File: config.mk
export PLATFORM = sky130hd
export DESIGN_NAME = sfp_send_scheduler
export DESIGN_NICKNAME = d
export VERILOG_FILES = /design/src/rtl/sfp_send_scheduler.sv
export SDC_FILE = /design/constraint.sdc
export NUM_CORES = 1
export LEC_CHECK = 0
export BUFFER_PORTS_ARGS = -buffer_cell sky130_fd_sc_hd__buf_2
export CAP_MARGIN = 20
export CORE_ASPECT_RATIO = 0.5
export CORE_MARGIN = 10
export CORE_UTILIZATION = 58
export CTS_CLUSTER_SIZE = 10
export DETAILED_ROUTE_END_ITERATION = 8
export GPL_ROUTABILITY_DRIVEN = 0
export PLACE_DENSITY = 0.87
export RECOVER_POWER = 100
export SLEW_MARGIN = 20
export SYNTH_ARGS = -nofsm -noshare
export SYNTH_HDL_FRONTEND = slang
export SYNTH_SLANG_ARGS = --single-unit
File: constraint.sdc
create_clock -name clk_50 -period 5.5 [get_ports clk_50]
set_input_delay 0.825 -clock clk_50 [delete_from_list [all_inputs] [get_ports clk_50]]
set_output_delay 0.825 -clock clk_50 [all_outputs]
set_load 0.02 [all_outputs]
File: src/rtl/sfp_send_scheduler.sv
// sfp_send_scheduler: per-channel packet-send command generator.
// Each channel runs its own IDLE/ARMED/FIRE/DONE machine. From the latched mode it
// produces a fixed-length cmd_send pulse with a start RAM address and a fire counter.
module sfp_send_scheduler #(
   parameter int NUM_CH    = 4,
   parameter int ADDR_W    = 25,
   parameter int CNT_W     = 32,
   parameter int PULSE_LEN = 4,
   parameter int SCNT_W    = 16
) (
   input  logic                     clk_50,
   input  logic                     rst_n,
   input  logic                     link_ready,
   input  logic [2*NUM_CH-1:0]      cfg_mode,
   input  logic [CNT_W*NUM_CH-1:0]  cfg_period,
   input  logic [CNT_W*NUM_CH-1:0]  cfg_phase,
   input  logic [ADDR_W*NUM_CH-1:0] cfg_addr,
   input  logic [NUM_CH-1:0]        data_saved,
   output logic [NUM_CH-1:0]        cmd_send,
   output logic [ADDR_W*NUM_CH-1:0] start_ram_addr,
   output logic [SCNT_W*NUM_CH-1:0] send_cnt
);

   localparam logic [1:0] MODE_OFF      = 2'b00;
   localparam logic [1:0] MODE_PERIODIC = 2'b01;
   localparam logic [1:0] MODE_ECHO     = 2'b11;

   // Pulse-length down-counter only needs to hold PULSE_LEN-1
   localparam int                PCNT_W     = (PULSE_LEN > 1) ? $clog2(PULSE_LEN) : 1;
   localparam logic [PCNT_W-1:0] PULSE_LAST = PCNT_W'(PULSE_LEN - 1);
   // Shortest period that still leaves one low cycle between pulses
   localparam logic [CNT_W-1:0]  MIN_PERIOD = CNT_W'(PULSE_LEN + 1);

   typedef enum logic [1:0] {ST_IDLE, ST_ARMED, ST_FIRE, ST_DONE} ch_state_t;

   genvar gi;
   generate
      for (gi = 0; gi < NUM_CH; gi++) begin : g_ch
         ch_state_t          state_reg, state_next;
         logic [1:0]         mode_reg, mode_next;
         logic [CNT_W-1:0]   cnt_reg, cnt_next;
         logic [PCNT_W-1:0]  pcnt_reg, pcnt_next;
         logic               ds_reg;
         logic               cmd_reg, cmd_next;
         logic [ADDR_W-1:0]  addr_reg, addr_next;
         logic [SCNT_W-1:0]  scnt_reg, scnt_next;

         logic [1:0]         mode_in;
         logic [CNT_W-1:0]   period_in, phase_in, eff_period;
         logic [ADDR_W-1:0]  addr_in;
         logic               ds_rise, abort;

         assign mode_in    = cfg_mode[2*gi +: 2];
         assign period_in  = cfg_period[CNT_W*gi +: CNT_W];
         assign phase_in   = cfg_phase[CNT_W*gi +: CNT_W];
         assign addr_in    = cfg_addr[ADDR_W*gi +: ADDR_W];
         assign eff_period = (period_in < MIN_PERIOD) ? MIN_PERIOD : period_in;
         assign ds_rise    = data_saved[gi] & ~ds_reg;
         // Leaving IDLE commits the channel to the latched mode; any change or link loss aborts
         assign abort      = (state_reg != ST_IDLE) && (!link_ready || (mode_in != mode_reg));

         // State and datapath registers; ds_reg always tracks data_saved for edge detection
         always_ff @(posedge clk_50 or negedge rst_n) begin
            if (!rst_n) begin
               state_reg <= ST_IDLE;
               mode_reg  <= MODE_OFF;
               cnt_reg   <= '0;
               pcnt_reg  <= '0;
               ds_reg    <= 1'b0;
               cmd_reg   <= 1'b0;
               addr_reg  <= '0;
               scnt_reg  <= '0;
            end else begin
               state_reg <= state_next;
               mode_reg  <= mode_next;
               cnt_reg   <= cnt_next;
               pcnt_reg  <= pcnt_next;
               ds_reg    <= data_saved[gi];
               cmd_reg   <= cmd_next;
               addr_reg  <= addr_next;
               scnt_reg  <= scnt_next;
            end
         end

         // Next-state decision for the channel
         always_comb begin
            state_next = state_reg;
            if (abort) begin
               state_next = ST_IDLE;
            end else begin
               case (state_reg)
                  ST_IDLE: begin
                     if (link_ready && (mode_in != MODE_OFF))
                        state_next = ST_ARMED;
                  end
                  ST_ARMED: begin
                     if (mode_reg == MODE_ECHO) begin
                        if (ds_rise)
                           state_next = ST_FIRE;
                     end else if (cnt_reg == '0) begin
                        state_next = ST_FIRE;
                     end
                  end
                  ST_FIRE: begin
                     if (pcnt_reg == '0)
                        state_next = (mode_reg == MODE_PERIODIC) ? ST_ARMED : ST_DONE;
                  end
                  ST_DONE: begin
                     // ECHO re-arms only after data_saved has been released
                     if ((mode_reg == MODE_ECHO) && !data_saved[gi])
                        state_next = ST_ARMED;
                  end
                  default: state_next = ST_IDLE;
               endcase
            end
         end

         // Outputs and counters; cmd_send is registered from the next state so it never glitches
         always_comb begin
            mode_next = mode_reg;
            cnt_next  = cnt_reg;
            pcnt_next = pcnt_reg;
            addr_next = addr_reg;
            scnt_next = scnt_reg;
            cmd_next  = (state_next == ST_FIRE);
            if ((state_reg == ST_IDLE) && (state_next == ST_ARMED)) begin
               mode_next = mode_in;
               cnt_next  = phase_in;
            end else if ((state_reg != ST_FIRE) && (state_next == ST_FIRE)) begin
               addr_next = addr_in;
               scnt_next = scnt_reg + SCNT_W'(1);
               cnt_next  = eff_period - CNT_W'(1);
               pcnt_next = PULSE_LAST;
            end else if (state_next != ST_IDLE) begin
               // Period counter keeps running through the pulse so fire spacing is exact
               cnt_next = (cnt_reg == '0) ? '0 : cnt_reg - CNT_W'(1);
               if ((state_reg == ST_FIRE) && (pcnt_reg != '0))
                  pcnt_next = pcnt_reg - PCNT_W'(1);
            end
         end

         assign cmd_send[gi]                         = cmd_reg;
         assign start_ram_addr[ADDR_W*gi +: ADDR_W]  = addr_reg;
         assign send_cnt[SCNT_W*gi +: SCNT_W]        = scnt_reg;
      end
   endgenerate

endmodule
==> metrics.log <==
[metrics] total power per unit cell area: between 300 and 400 nW/um^2
[metrics] CTS clock-pin slew for the worst setup and hold paths: approximately 0.06 ns
[metrics] Yosys top cell area share: 39.93%
[metrics] Max-slew headroom: -126.3%
[metrics] leakage power summed over all cells: 10.49 nW
[metrics] leading post-synthesis cells by cell area: dfrtp_1 40%, nand2_1 7.9%, xnor2_1 5.6%
[metrics] Peak VDD IR: 184.4 uV
[metrics] post-synthesis net count: 2780
[metrics] overall power: 0.008457 W
[metrics] setup TNS after final layout: 0 ns
[metrics] Top Metal Used: met5
[metrics] number of cells traversed by the worst register-to-register path: 8
[metrics] vias in the first global route: roughly 20000
[metrics] worst hold path class: in -> reg
[metrics] violations in the final reports: capacitance limit, slew limit
[metrics] number of nets with antenna violations after detailed routing: 0
[metrics] share of the yosys chip area belonging to registers: 39.93%
[metrics] unrepaired setup endpoints after global routing: false
[metrics] nature of the critical path startpoint: register
[metrics] starting utilization of the core area: 58.90%
[metrics] area overhead of the layout relative to synthesis: 18.88%
[metrics] Die Span Y: between 150 and 200 microns
[metrics] CTS Sinks: around 320
[metrics] standard cell core area: 34470 sq um
[metrics] number of gates given a new drive strength after cts: 0
[metrics] port bufs: 538
[metrics] number of vias in the routed layout: 21390
[metrics] max FFs per register: ~130
[metrics] root buffer selected by CTS: clkbuf_16
[metrics] worst-case register-to-register setup slack: 0.66 ns
[metrics] crit path to: g_ch[0].scnt_reg[14]
[metrics] Final period util: 87.97%
[metrics] status: finished, violations left
[metrics] final hold viol count: 0
[metrics] routed length on met3: 6654 microns
[metrics] launch point of the worst reg-to-reg path: g_ch[0].cnt_reg[15]
[metrics] crit path DAT: 5.26 ns
[metrics] remaining global-route overflow: 0
[metrics] kind of critical path: reg -> reg
[metrics] DP HPWL: about 54000 microns
[metrics] Critical Path Start: g_ch[0].cnt_reg[15]
[metrics] synthesized instance count: 2393
[metrics] count of flip-flops with a built-in enable after synthesis: 0
[metrics] maximum number of pins on one net before global-route repair: roughly 140
[metrics] slew at the pin with the worst max-slew slack: 3.395 ns
[metrics] number of synthesized register bits: 324
[metrics] number of max-capacitance violations reported: 8
[metrics] cell types with the highest counts after synthesis: 430 x nand2_1, 324 x dfrtp_1, 212 x nor2_1
[metrics] type of element capturing the critical path: register
[metrics] total CTS buffers: 38
[metrics] initial antenna violation count: 25
[metrics] Final setup violation count: 0
[metrics] DRC marker count from the first detailed-route iteration: between 2000 and 2500
[metrics] top cell type by total area after synthesis: dfrtp_1
[metrics] most frequent cell after synthesis: nand2_1
[metrics] layout filler cell count: 2852
[metrics] maximum level of the CTS H-tree: 2
[metrics] unique cell type count in the Yosys netlist: 86
[metrics] Overall Global Routing Usage: 31.30%
[metrics] IO Count: 539
[metrics] maximum fanout along the worst path: 28
[metrics] Max Fclk: 206.7 MHz
[metrics] number of placement rows: 48
[metrics] CP required: 5.92 ns
[metrics] Clock Path Buffers: 3
[metrics] final net count: 3268
[metrics] first-pass detailed-route iteration total: 6
[metrics] amount of wire on met2 after detailed routing: 36110 microns
[metrics] Final min period: 4.839 ns
[metrics] post-detailed-route wirelength per cell: 21.43 microns
[metrics] post-route clock skew: 0.01960 ns
[metrics] Clk Latency, worst-skew pair: 0.54 ns
[metrics] residual DRC count: 0
[metrics] share of layout cells above drive strength 1: roughly 17%
[metrics] number of vias per cell: around 6.3
[metrics] mean area per synthesized cell: 8.485 sq um
[metrics] share of flip-flops with an asynchronous set or reset: 100.0%
[metrics] count of synthesis-stage warnings from yosys: 0
[metrics] Reg-to-Reg End: g_ch[0].scnt_reg[14]
[metrics] clock tree from TritonCTS: yes
[metrics] Met1 Wirelength: 26400 microns
[metrics] global-route wire length before repair: 111800 microns
[metrics] Final Routed Wirelength: 72570 microns
[metrics] primary flip-flop cell chosen by synthesis mapping: dfrtp_1
[metrics] die area: 43350 sq um
[metrics] Slew Viols, Final: 297
[metrics] Post-CTS Setup Repair Bufs: 0
[metrics] hold-fix buffers at CTS: 0
[metrics] die boundary width: 284.6 microns
[metrics] cell area after synthesis: 20310 sq um
==> layer usage <==
layer,vias to the layer above,global-route usage (%)
met1,10190,37.52
li1,9616,-
met4,2,14.95
met2,1317,53.46
met3,273,6.178
met5,-,0
==> kinds of logic (layout without fill, tap and decap cells) <==
family / Yosys count / in the layout / share of synthesized area, %
simple gates: 1153 / 1153 / 27.62
flops: 324 / 324 / 39.93
xor+xnor: 250 / 250 / 10.78
fa+ha+maj: 16 / 16 / 0.9859
mux: 51 / 51 / 2.705
other cells: 0 / 25 / 0
buf+inv: 152 / 645 / 3.198
compound gates: 447 / 447 / 14.78
==> placed cells by master (no fill, tap or decap), types with 10 or more instances in the layout <==
cell type,synthesis,final
or3_1,43,43
nor4_1,70,71
or4_1,38,39
nor2_1,212,210
dfrtp_1,324,324
o211ai_1,20,20
or2_2,12,11
o221ai_1,17,17
buf_4,8,14
xor2_1,120,120
mux2i_1,20,20
nand2b_1,19,19
nand3_1,60,61
ha_1,16,16
nor3_1,117,117
a211oi_1,19,19
nor3b_1,15,16
clkbuf_1,84,190
o31ai_1,25,25
diode_2,0,25
nand2_1,430,430
mux2_2,31,30
a31oi_1,33,34
a21oi_1,76,76
clkbuf_16,0,38
nand4_1,37,37
and3_1,26,26
inv_1,31,31
o22ai_1,31,31
buf_2,21,361
nor4b_1,10,10
a22oi_1,40,40
nor2b_1,11,11
o21ai_0,100,102
xnor2_1,130,130
==> report_power, final <==
part	leakage, nW	internal, W	switching [W]
registers	4.18	0.00293	0.000702
clock network	0.492	0.00124	0.00101
logic	5.82	0.00111	0.00147
total	10.5	0.00528	0.00318
==> how the worst min path moves through the flow <==
| stage | startpoint | endpoint | slack, ns | cells past startpoint |
|---|---|---|---|---|
| 4_1_cts | rst_n | g_ch[0].addr_reg[15] | 0.23 | 1 |
| 3_3_place_gp | g_ch[0].addr_reg[20] | g_ch[0].addr_reg[20] | 0.44 | 2 |
| 5_1_grt | data_saved[0] | g_ch[0].ds_reg | 0.43 | 1 |
| 6_report | data_saved[1] | g_ch[1].ds_reg | 0.44 | 1 |
| 2_1_floorplan | g_ch[3].cnt_reg[29] | g_ch[3].cnt_reg[29] | 0.46 | 2 |
| 3_5_place_dp | g_ch[1].addr_reg[22] | g_ch[1].addr_reg[22] | 0.45 | 2 |
==> layout make-up <==
cell class | instances | area (sq um) | share of cell area [%]
multi-input combinational | 1917 | 11540 | 47.80
sequential | 324 | 8108 | 33.59
timing repair buffer | 569 | 2719 | 11.26
clock buffer | 41 | 962.2 | 3.986
tap | 475 | 594.3 | 2.462
inverter | 31 | 116.4 | 0.4820
antenna | 25 | 62.56 | 0.2592
clock inverter | 4 | 38.79 | 0.1607
==> through the flow <==
stage          hold WS [ns]  utilization (%)  instances  setup WS [ns]  area (sq um)
2_1_floorplan        0.4633                -       2393          1.238         20310
3_3_place_gp         0.4440            67.82       3315         0.8930         23380
3_5_place_dp         0.4503            67.86       3316         0.7373         23390
4_1_cts              0.2287            70.77       3361          1.292         24400
5_1_grt              0.4285            70.01       3384         0.4849         24130
6_report             0.4400            70.02       3386         0.6615         24140
==> worst max-delay path: stages, from the launching register on <==
cell and delay, ns:
dfrtp_1 0.43, or4_4 0.58, or4_1 0.76, nor3_4 0.72
a22o_4 0.22, and3_1 0.90, clkbuf_2 0.68, nand4_1 0.25
xnor2_1 0.17
(Power assumes the default switching activity.)
